<file path="config.mk">
export PLATFORM = sky130hd
export DESIGN_NAME = seven_seg_scan_ctrl_flat
export DESIGN_NICKNAME = d
export VERILOG_FILES = /design/src/rtl/seven_seg_scan_ctrl_if.sv /design/src/rtl/seven_seg_scan_ctrl.sv /design/src/flat_wrapper.sv
export SDC_FILE = /design/constraint.sdc
export NUM_CORES = 1
export LEC_CHECK = 0
export CORE_AREA = 4 4 70 88
export CTS_BUF_LIST = sky130_fd_sc_hd__clkbuf_4 sky130_fd_sc_hd__clkbuf_8
export DETAILED_ROUTE_END_ITERATION = 10
export DIE_AREA = 0 0 74 92
export GPL_TIMING_DRIVEN = 0
export HOLD_SLACK_MARGIN = 0.12
export MAX_ROUTING_LAYER = met4
export PLACE_DENSITY = 0.8
export SLEW_MARGIN = 20
export SYNTH_ARGS = -nofsm -noshare
export SYNTH_HDL_FRONTEND = slang
export SYNTH_SLANG_ARGS = --single-unit
</file>
<file path="constraint.sdc">
create_clock -name S_AXI_ACLK -period 1.9 [get_ports S_AXI_ACLK]
set_clock_uncertainty 0.1 [all_clocks]
set_input_delay 0.285 -clock S_AXI_ACLK [delete_from_list [all_inputs] [get_ports S_AXI_ACLK]]
set_output_delay 0.285 -clock S_AXI_ACLK [all_outputs]
set_load 0.005 [all_outputs]
</file>
<file path="src/rtl/seven_seg_scan_ctrl_if.sv">
`default_nettype none
// ============================================================================
// Module      : seven_seg_scan_ctrl_if
// Description : Register-write strobe bus and display outputs of the
//               two-digit seven-segment scan controller.
// Revision    : 1.0 - initial release
// ============================================================================
interface seven_seg_scan_ctrl_if #(
    parameter int SEVEN_SEG_WIDTH = 7
);
    logic                       slv_reg_wren;
    logic [2:0]                 axi_awaddr;
    logic [31:0]                S_AXI_WDATA;
    logic [SEVEN_SEG_WIDTH-1:0] SEG;
    logic                       CAT;
    logic                       frame_tick;
    logic                       update_pending;

    modport master (
        output slv_reg_wren,
        output axi_awaddr,
        output S_AXI_WDATA,
        input  SEG,
        input  CAT,
        input  frame_tick,
        input  update_pending
    );

    modport slave (
        input  slv_reg_wren,
        input  axi_awaddr,
        input  S_AXI_WDATA,
        output SEG,
        output CAT,
        output frame_tick,
        output update_pending
    );
endinterface
`default_nettype wire

</file>
<file path="src/rtl/seven_seg_scan_ctrl.sv">
`default_nettype none
// ============================================================================
// Module      : seven_seg_scan_ctrl
// Description : Two-digit multiplexed seven-segment scanner with blanking
//               gaps and frame-synchronous (tear-free) data update.
// Revision    : 1.0 - initial release
// ============================================================================
module seven_seg_scan_ctrl #(
    parameter int SEVEN_SEG_WIDTH = 7,
    parameter int REFRESH_DIV     = 50000,
    parameter int BLANK_CYCLES    = 16
) (
    input  wire                    S_AXI_ACLK,
    input  wire                    S_AXI_ARESETN,
    seven_seg_scan_ctrl_if.slave   bus
);

    localparam int c_MAX_SLOT = (REFRESH_DIV > BLANK_CYCLES) ? REFRESH_DIV : BLANK_CYCLES;
    localparam int c_TIMER_W  = (c_MAX_SLOT > 1) ? $clog2(c_MAX_SLOT) : 1;
    localparam logic [c_TIMER_W-1:0] c_SHOW_LAST = c_TIMER_W'(REFRESH_DIV - 1);
    localparam logic [c_TIMER_W-1:0] c_GAP_LAST  = c_TIMER_W'(BLANK_CYCLES - 1);

    typedef enum logic [2:0] {
        IDLE  = 3'd0,
        SHOW0 = 3'd1,
        GAP0  = 3'd2,
        SHOW1 = 3'd3,
        GAP1  = 3'd4
    } state_t;

    function automatic logic [6:0] hex_to_seg(input logic [3:0] nib);
        logic [6:0] seg;
        case (nib)
            4'h0: seg = 7'h3F;
            4'h1: seg = 7'h06;
            4'h2: seg = 7'h5B;
            4'h3: seg = 7'h4F;
            4'h4: seg = 7'h66;
            4'h5: seg = 7'h6D;
            4'h6: seg = 7'h7D;
            4'h7: seg = 7'h07;
            4'h8: seg = 7'h7F;
            4'h9: seg = 7'h6F;
            4'hA: seg = 7'h77;
            4'hB: seg = 7'h7C;
            4'hC: seg = 7'h39;
            4'hD: seg = 7'h5E;
            4'hE: seg = 7'h79;
            default: seg = 7'h71;
        endcase
        return seg;
    endfunction

    // Assertion is immediate through the async clear; release takes two edges.
    logic [1:0] r_rst_sync;
    logic       w_rst_n;

    always_ff @(posedge S_AXI_ACLK or negedge S_AXI_ARESETN) begin
        if (!S_AXI_ARESETN) begin
            r_rst_sync <= 2'b00;
        end else begin
            r_rst_sync <= {r_rst_sync[0], 1'b1};
        end
    end

    assign w_rst_n = r_rst_sync[1];

    logic [7:0]                 r_shadow;
    logic [7:0]                 r_active;
    logic                       r_pending;
    logic                       r_enable;
    logic                       r_lzs;
    state_t                     r_state;
    logic [c_TIMER_W-1:0]       r_timer;
    logic [SEVEN_SEG_WIDTH-1:0] r_seg;
    logic                       r_cat;
    logic                       r_frame_tick;

    logic                       w_wr_data;
    logic                       w_wr_ctrl;
    logic                       w_boundary;
    logic [7:0]                 w_next_active;
    logic [SEVEN_SEG_WIDTH-1:0] w_seg0;
    logic [SEVEN_SEG_WIDTH-1:0] w_seg0_next;
    logic [SEVEN_SEG_WIDTH-1:0] w_seg1;
    logic                       w_unused_wdata;

    assign w_wr_data = bus.slv_reg_wren && (bus.axi_awaddr == 3'd0);
    assign w_wr_ctrl = bus.slv_reg_wren && (bus.axi_awaddr == 3'd1);

    assign w_boundary = r_enable &&
                        ((r_state == IDLE) || ((r_state == GAP1) && (r_timer == c_GAP_LAST)));

    assign w_next_active = r_pending ? r_shadow : r_active;

    assign w_seg0      = SEVEN_SEG_WIDTH'(hex_to_seg(r_active[3:0]));
    assign w_seg0_next = SEVEN_SEG_WIDTH'(hex_to_seg(w_next_active[3:0]));
    assign w_seg1      = (r_lzs && (r_active[7:4] == 4'h0)) ? '0
                                                           : SEVEN_SEG_WIDTH'(hex_to_seg(r_active[7:4]));

    assign w_unused_wdata = &{1'b0, bus.S_AXI_WDATA[31:8]};

    // A DATA write on the boundary edge wins over the pending clear.
    always_ff @(posedge S_AXI_ACLK or negedge w_rst_n) begin
        if (!w_rst_n) begin
            r_shadow  <= 8'h00;
            r_active  <= 8'h00;
            r_pending <= 1'b0;
            r_enable  <= 1'b0;
            r_lzs     <= 1'b0;
        end else begin
            if (w_boundary) begin
                r_active <= w_next_active;
            end
            if (w_wr_data) begin
                r_shadow  <= bus.S_AXI_WDATA[7:0];
                r_pending <= 1'b1;
            end else if (w_boundary) begin
                r_pending <= 1'b0;
            end
            if (w_wr_ctrl) begin
                r_enable <= bus.S_AXI_WDATA[0];
                r_lzs    <= bus.S_AXI_WDATA[1];
            end
        end
    end

    always_ff @(posedge S_AXI_ACLK or negedge w_rst_n) begin
        if (!w_rst_n) begin
            r_state      <= IDLE;
            r_timer      <= '0;
            r_seg        <= '0;
            r_cat        <= 1'b0;
            r_frame_tick <= 1'b0;
        end else begin
            r_frame_tick <= 1'b0;
            if (!r_enable) begin
                r_state <= IDLE;
                r_timer <= '0;
                r_seg   <= '0;
                r_cat   <= 1'b0;
            end else begin
                case (r_state)
                    IDLE: begin
                        r_state      <= SHOW0;
                        r_timer      <= '0;
                        r_seg        <= w_seg0_next;
                        r_cat        <= 1'b0;
                        r_frame_tick <= 1'b1;
                    end
                    SHOW0: begin
                        if (r_timer == c_SHOW_LAST) begin
                            r_state <= GAP0;
                            r_timer <= '0;
                            r_seg   <= '0;
                            r_cat   <= 1'b1;
                        end else begin
                            r_timer <= r_timer + 1'b1;
                            r_seg   <= w_seg0;
                            r_cat   <= 1'b0;
                        end
                    end
                    GAP0: begin
                        if (r_timer == c_GAP_LAST) begin
                            r_state <= SHOW1;
                            r_timer <= '0;
                            r_seg   <= w_seg1;
                        end else begin
                            r_timer <= r_timer + 1'b1;
                            r_seg   <= '0;
                        end
                        r_cat <= 1'b1;
                    end
                    SHOW1: begin
                        if (r_timer == c_SHOW_LAST) begin
                            r_state <= GAP1;
                            r_timer <= '0;
                            r_seg   <= '0;
                            r_cat   <= 1'b0;
                        end else begin
                            r_timer <= r_timer + 1'b1;
                            r_seg   <= w_seg1;
                            r_cat   <= 1'b1;
                        end
                    end
                    GAP1: begin
                        if (r_timer == c_GAP_LAST) begin
                            r_state      <= SHOW0;
                            r_timer      <= '0;
                            r_seg        <= w_seg0_next;
                            r_frame_tick <= 1'b1;
                        end else begin
                            r_timer <= r_timer + 1'b1;
                            r_seg   <= '0;
                        end
                        r_cat <= 1'b0;
                    end
                    default: begin
                        r_state <= IDLE;
                        r_timer <= '0;
                        r_seg   <= '0;
                        r_cat   <= 1'b0;
                    end
                endcase
            end
        end
    end

    assign bus.SEG            = r_seg;
    assign bus.CAT            = r_cat;
    assign bus.frame_tick     = r_frame_tick;
    assign bus.update_pending = r_pending;

endmodule
`default_nettype wire
</file>
<file path="src/flat_wrapper.sv">
// flat-port wrapper written by rule: the top's interface ports become plain ports
module seven_seg_scan_ctrl_flat 
#(
    parameter int SEVEN_SEG_WIDTH = 7,
    parameter int REFRESH_DIV     = 50000,
    parameter int BLANK_CYCLES    = 16
)
  (S_AXI_ACLK, S_AXI_ARESETN, bus_slv_reg_wren, bus_axi_awaddr, bus_S_AXI_WDATA, bus_SEG, bus_CAT, bus_frame_tick, bus_update_pending);
  seven_seg_scan_ctrl_if #(.SEVEN_SEG_WIDTH(SEVEN_SEG_WIDTH)) bus_i ();
  input  wire S_AXI_ACLK;
  input  wire S_AXI_ARESETN;
  input wire logic [$bits(bus_i.slv_reg_wren)-1:0] bus_slv_reg_wren;
  input wire logic [$bits(bus_i.axi_awaddr)-1:0] bus_axi_awaddr;
  input wire logic [$bits(bus_i.S_AXI_WDATA)-1:0] bus_S_AXI_WDATA;
  output wire logic [$bits(bus_i.SEG)-1:0] bus_SEG;
  output wire logic [$bits(bus_i.CAT)-1:0] bus_CAT;
  output wire logic [$bits(bus_i.frame_tick)-1:0] bus_frame_tick;
  output wire logic [$bits(bus_i.update_pending)-1:0] bus_update_pending;
  assign bus_i.slv_reg_wren = bus_slv_reg_wren;
  assign bus_i.axi_awaddr = bus_axi_awaddr;
  assign bus_i.S_AXI_WDATA = bus_S_AXI_WDATA;
  assign bus_SEG = bus_i.SEG;
  assign bus_CAT = bus_i.CAT;
  assign bus_frame_tick = bus_i.frame_tick;
  assign bus_update_pending = bus_i.update_pending;
  seven_seg_scan_ctrl #(.SEVEN_SEG_WIDTH(SEVEN_SEG_WIDTH), .REFRESH_DIV(REFRESH_DIV), .BLANK_CYCLES(BLANK_CYCLES)) u_core (.S_AXI_ACLK(S_AXI_ACLK), .S_AXI_ARESETN(S_AXI_ARESETN), .bus(bus_i));
endmodule
</file>
Word level (Yosys, flattened, before mapping)
Memories as Yosys holds them, arrays and structs flattened. Cells that the tools add are included.

Bits in latches: 0. Memories: 3. Input bits: 38. Bits in read-only memories: 336. Register bits: 49. Word-level logic and storage cells: 68. Bits in writable memories: 0.

Memories: (no name shown) (depth 16, width 7, read ports 1, clocked after memory_dff 0, wr ports 0, RTL line seven_seg_scan_ctrl.sv:33) `case (nib)`; (no name shown) (depth 16, width 7, read ports 1, clocked after memory_dff 0, wr ports 0, RTL line seven_seg_scan_ctrl.sv:33); (no name shown) (depth 16, width 7, read ports 1, clocked after memory_dff 0, wr ports 0, RTL line seven_seg_scan_ctrl.sv:33).

Shifts and indexed selects: 0. Reduce and logical (&&, ||, !) cells: 14. Order comparisons: 0. $add $sub $neg: 1. Equal/unequal tests: 11. Muxes and demuxes: 27. Multipliers: 0. Divide/modulo/power cells: 0. Bitwise logic cells: 0.

Operator list (number): $mux 16 (3); $mux 7 (6); $pmux 7 s5 (1); $pmux 16 s2 (1); $add 16x1->16 const B (1); $eq 16x16->1 const B (1); $eq 16x4->1 const B (1); $mux 3 (5); $pmux 3 s5 (1); $ne 3x3->1 const B (4); $mux 1 (7); $eq 3x1->1 const B (2); $eq 3x2->1 const B (2); $logic_not 3->1 (2); $logic_and 1x1->1 (5); $logic_not 4->1 (1); $mux 4 (1); $reduce_and 4->1 (1); $reduce_or 2->1 (2); $eq 3x3->1 const B (1); $pmux 1 s3 (1); $pmux 1 s2 (1); $reduce_and 2->1 (1); $reduce_bool 2->1 (1); $logic_or 1x1->1 (1).

Longest topological paths before layout
Word-level depth: 6. Gate-level depth with buffers: 9. Mapped depth without buffers: 8.

Worst setup path after synthesis
No wires, ideal clock.

Kind: register to register. From: register u_core.r_timer[13]. To: register u_core.r_active[4]. Arrival: 2.492 ns. Buffers on the path: 1. Setup slack: -0.817 ns. Data required time: 1.675 ns. Setup time: 0.125 ns. Period minus slack after synthesis: 2.717 ns. Stages on the path, launching flop included: 7. Path through: dfrtp_1 -> or4_1 -> or4_1 -> buf_2 -> a2111oi_4 -> nand2_2 -> mux2_2.

Cells in the longest elaborated chain, start to end: 5.

RTL lines: from (decl) (RTL line seven_seg_scan_ctrl.sv:74) `logic [c_TIMER_W-1:0] r_timer;`; from (signal assigned) (RTL line seven_seg_scan_ctrl.sv:158) `r_timer <= r_timer + 1'b1;`; from (signal assigned) (RTL line seven_seg_scan_ctrl.sv:169) `r_timer <= r_timer + 1'b1;`; from (signal assigned) (RTL line seven_seg_scan_ctrl.sv:181) `r_timer <= r_timer + 1'b1;`; $eq 16x4->1 (RTL line seven_seg_scan_ctrl.sv:92) `((r_state == IDLE) || ((r_state == GAP1) && (r_timer == c_GAP_LAST)));`; $logic_and 1x1->1 (RTL line seven_seg_scan_ctrl.sv:92); $logic_or 1x1->1 (RTL line seven_seg_scan_ctrl.sv:92); $logic_and 1x1->1 (RTL line seven_seg_scan_ctrl.sv:91) `assign w_boundary = r_enable &&`; $reduce_and 2->1 (no source line); to (signal assigned) (RTL line seven_seg_scan_ctrl.sv:113) `r_active <= w_next_active;`; to (decl) (RTL line seven_seg_scan_ctrl.sv:69) `logic [7:0] r_active;`.

Every way passes these cells. A chain may end at the register's enable or synchronous reset.

Worst setup path after layout
From: register u_core.r_timer[13]. To: register u_core.r_active[7].

The elaborated chain is that of the path after synthesis.

==> results.json <==
{
  "status": "complete, but fails checks",
  "violations": "negative setup slack",
  "synth_adder_area_share": 0.08359,
  "max_stage_delay_ns": 0.58,
  "syn_area_per_cell_um2": 10.12,
  "pwr-share-clk": 0.153,
  "finalCriticalPeriod_ns": 2.605,
  "port_buffers": 23,
  "ys_seq_elements": 49,
  "peakVddDrop_uv": 847.7,
  "drt-initial-drc-count": 123,
  "synth_simple_gate_area_frac": 0.1606,
  "synth-main-ff-cell": "dfrtp_1",
  "startpoint_type": "register",
  "p_leak_uw": 0.001573,
  "synth-xor-area-share": 0.04927,
  "crit_family": "simple AND/OR/NAND/NOR gates",
  "cts.path.max_buffers": 2,
  "setup_slack_ns": -0.7054,
  "grt_start_max_net_pins": 31,
  "yosys_warnings": 0,
  "diodes": 0,
  "finalHoldViolCount": 0,
  "path_clk_slew_ns": 0.09,
  "cts_sinks": 49,
  "grt_usage": 0.2062,
  "fmax_mhz": 383.8,
  "routed_wl_um": 6573,
  "p_comb_frac": 0.513,
  "viasPerCell": 5.884,
  "die_h_um": 92,
  "muxShareOfSynthArea": 0.1144,
  "grt_pass1_wl_um": 10700,
  "synth_largest_area_cell": "dfrtp_1",
  "totalPowerFinal_uw": 4362,
  "fin_cells": 397,
  "grt_antenna_before_repair": 0,
  "layout.nets": 389,
  "cp-end-kind": "register",
  "fin_crit_sh": 1.371,
  "synthTopCellsByArea": "dfrtp_1 (43%), ha_1 (8.4%), mux2_2 (5.5%)",
  "min_path_type": "reg -> async",
  "cts_tree": "done",
  "vias": 2336,
  "io_pins": 48,
  "avgRoutedWirePerCell_um": 16.56,
  "arrival_ns": 2.70,
  "initial_core_util": 0.5298,
  "worst_pin_slew_ns": 0.6831,
  "ant_nets": 0,
  "detailed_place_hpwl_um": 4246,
  "dpl_worst_slack_ns": -1.013,
  "die_x_um": 74,
  "synth_edf_count": 0,
  "crit_buf_inv": 1,
  "worstSetupPathType": "reg -> reg",
  "pwr-share-seq": 0.334,
  "maxCapViolCount": 0,
  "first_pass_iters": 4,
  "grt-ovfl-total": 0,
  "dp.cells": 369,
  "drc": 0,
  "required_ns": 1.99,
  "cts-root-buf": "clkbuf_8",
  "ys_types": 49,
  "row_count": 30,
  "ys_seq_area_frac": 0.4311,
  "synthArstFlopShare": 1.000,
  "cts_htree_levels": 2,
  "slew_viol_final": 0,
  "drive_above_1_share": 0.2402,
  "area_growth_pct": 28.68,
  "rsz0062_at_grt": "true",
  "utilization": 0.6818,
  "r2r_setup_slack_ns": -0.71,
  "dieArea_um2": 6808,
  "synth_top_family_by_area": "simple AND/OR/NAND/NOR gates",
  "crit_fanout": 5,
  "gp_congestion": 0.9286,
  "setup_viol_count_final": 37,
  "relSlewSlack": 0.5316,
  "insertion_delay_ns": 0.31,
  "cpMostUsedCell": "or4_4",
  "synth.top_cell.area_share": 0.4311,
  "synth-compound-area-share": 0.1192,
  "numCtsBuffers": 5,
  "synth_cells": 281,
  "p_int_uw": 2626,
  "switching_share": 0.3980,
  "power.net_switching_uw": 1736,
  "cp_cell_sequence": "or4_4 > or4_4 > a2111oi_4 > buf_6 > nand2_4 > mux2_4",
  "core-area_um2": 5368,
  "syn_nets": 338,
  "p_per_area_nw_per_um2": 1192,
  "grt_pass1_vias": 2278,
  "netlist_area_um2": 2844,
  "cpMaxStageDelayCell": "or4_4"
}
cell usage in the layout, fill, tap and decap left out, drive strengths merged, types with 10 or more instances in the layout:
cell type      synthesis  routed
dfrtp                 49      49
nor2                  33      33
clkdlybuf4s50          0      23
buf                    3      22
ha                    19      19
nand2                 18      18
inv                   17      17
clkbuf                10      15
mux2                  14      14
nand3                 12      12
mux2i                 10      10
o21ai                 10      10
power by group through the flow:
stage	Clock [uW]	Combinational [uW]	Sequential, uW
after global routing	737	2440	1490
after global placement	0	1770	1480
after floorplan	0	1320	1430
final	666	2240	1460
after detailed placement	0	1840	1480
after CTS	686	2060	1450
metal layers:
| metal | track usage | vias up | routed length, um |
|---|---|---|---|
| li1 | - | 1097 | - |
| met1 | 0.2408 | 1132 | 2532 |
| met2 | 0.3388 | 80 | 3483 |
| met3 | 0.03180 | 27 | 258 |
| met4 | 0.1012 | 0 | 299 |
| met5 | - | - | 0 |
area by class of cell:
class,count,area [um2]
Buffer,11,61.31
Multi-Input combinational cell,202,1674
Tap cell,64,80.08
Sequential cell,49,1227
Clock inverter,1,5.005
Timing Repair Buffer,46,451.7
Fill cell,387,1708
Inverter,17,63.81
Clock buffer,7,96.34
cells in the mapped netlist (2+ instances only):
cell type / number
nand3_1: 12
nand4_1: 4
or4_1: 4
xor2_1: 8
and2_1: 2
nand4b_1: 2
o211ai_1: 2
mux4_2: 3
ha_1: 19
mux2i_1: 10
a32o_1: 2
mux2_2: 14
nor2_1: 33
a22o_1: 2
nor2b_1: 2
o221ai_1: 7
inv_1: 17
dfrtp_1: 49
nand2b_1: 3
nand2_1: 17
xnor2_1: 8
o311ai_0: 2
a22oi_1: 3
o21ai_0: 9
a21oi_1: 9
buf_2: 2
clkbuf_1: 10
nor3_1: 5
what timing repair did:
action / CTS / global route
setup endpoints to repair: 45 / 37
pin swaps: 8 / 5
hold endpoints to repair: 3 / 0
buffers inserted: 12 / 5
cloned: 1 / 0
hold buffers: 4 / 0
gates resized for setup: 31 / 22
sequential cells by signal, summed over array words and instances (netlist names):
register / count
u_core.bus.frame_tick: 1
u_core.bus.SEG: 7
u_core.r_active: 8
u_core.r_shadow: 8
u_core.bus.CAT: 1
u_core.r_state: 3
u_core.r_rst_sync: 2
u_core.r_enable: 1
u_core.bus.update_pending: 1
u_core.r_lzs: 1
u_core.r_timer: 16
kinds of logic after synthesis:
logic type,Yosys count
simple gates,93
flops,49
compound gates,46
buf+inv,30
mux,27
fa+ha+maj,19
xor+xnor,16
other cells,1
metrics by stage:
stage               hold WS (ns)  instance area (um2)  setup TNS (ns)
global placement          0.2361                 3174          -38.77
detailed placement        0.1146                 3196          -30.12
floorplan                -0.1106                 2864          -18.36
CTS                       0.1564                 3570          -23.48
finish                    0.1460                 3660          -21.25
global route              0.1862                 3660          -23.93
worst paths after layout:
path | startpoint | cells after the start | to
hold reg to reg | u_core.r_rst_sync[1] | 1 | u_core.r_state[0]
setup / recovery | u_core.r_timer[13] | 6 | u_core.r_active[7]
max in group asynchronous | u_core.r_rst_sync[1] | 1 | u_core.bus.SEG[1]
hold / removal | u_core.r_rst_sync[1] | 1 | u_core.r_state[0]
setup reg to reg | u_core.r_timer[13] | 6 | u_core.r_active[7]
min in group S_AXI_ACLK | u_core.r_rst_sync[0] | 0 | u_core.r_rst_sync[1]
worst register-to-register path: stages (launching register included):
cell and delay, ns:
dfrtp_1 0.41, or4_4 0.54, or4_4 0.58, a2111oi_4 0.31, buf_6 0.18, nand2_4 0.07
mux2_4 0.30
Power figures use the tool's default switching activity.
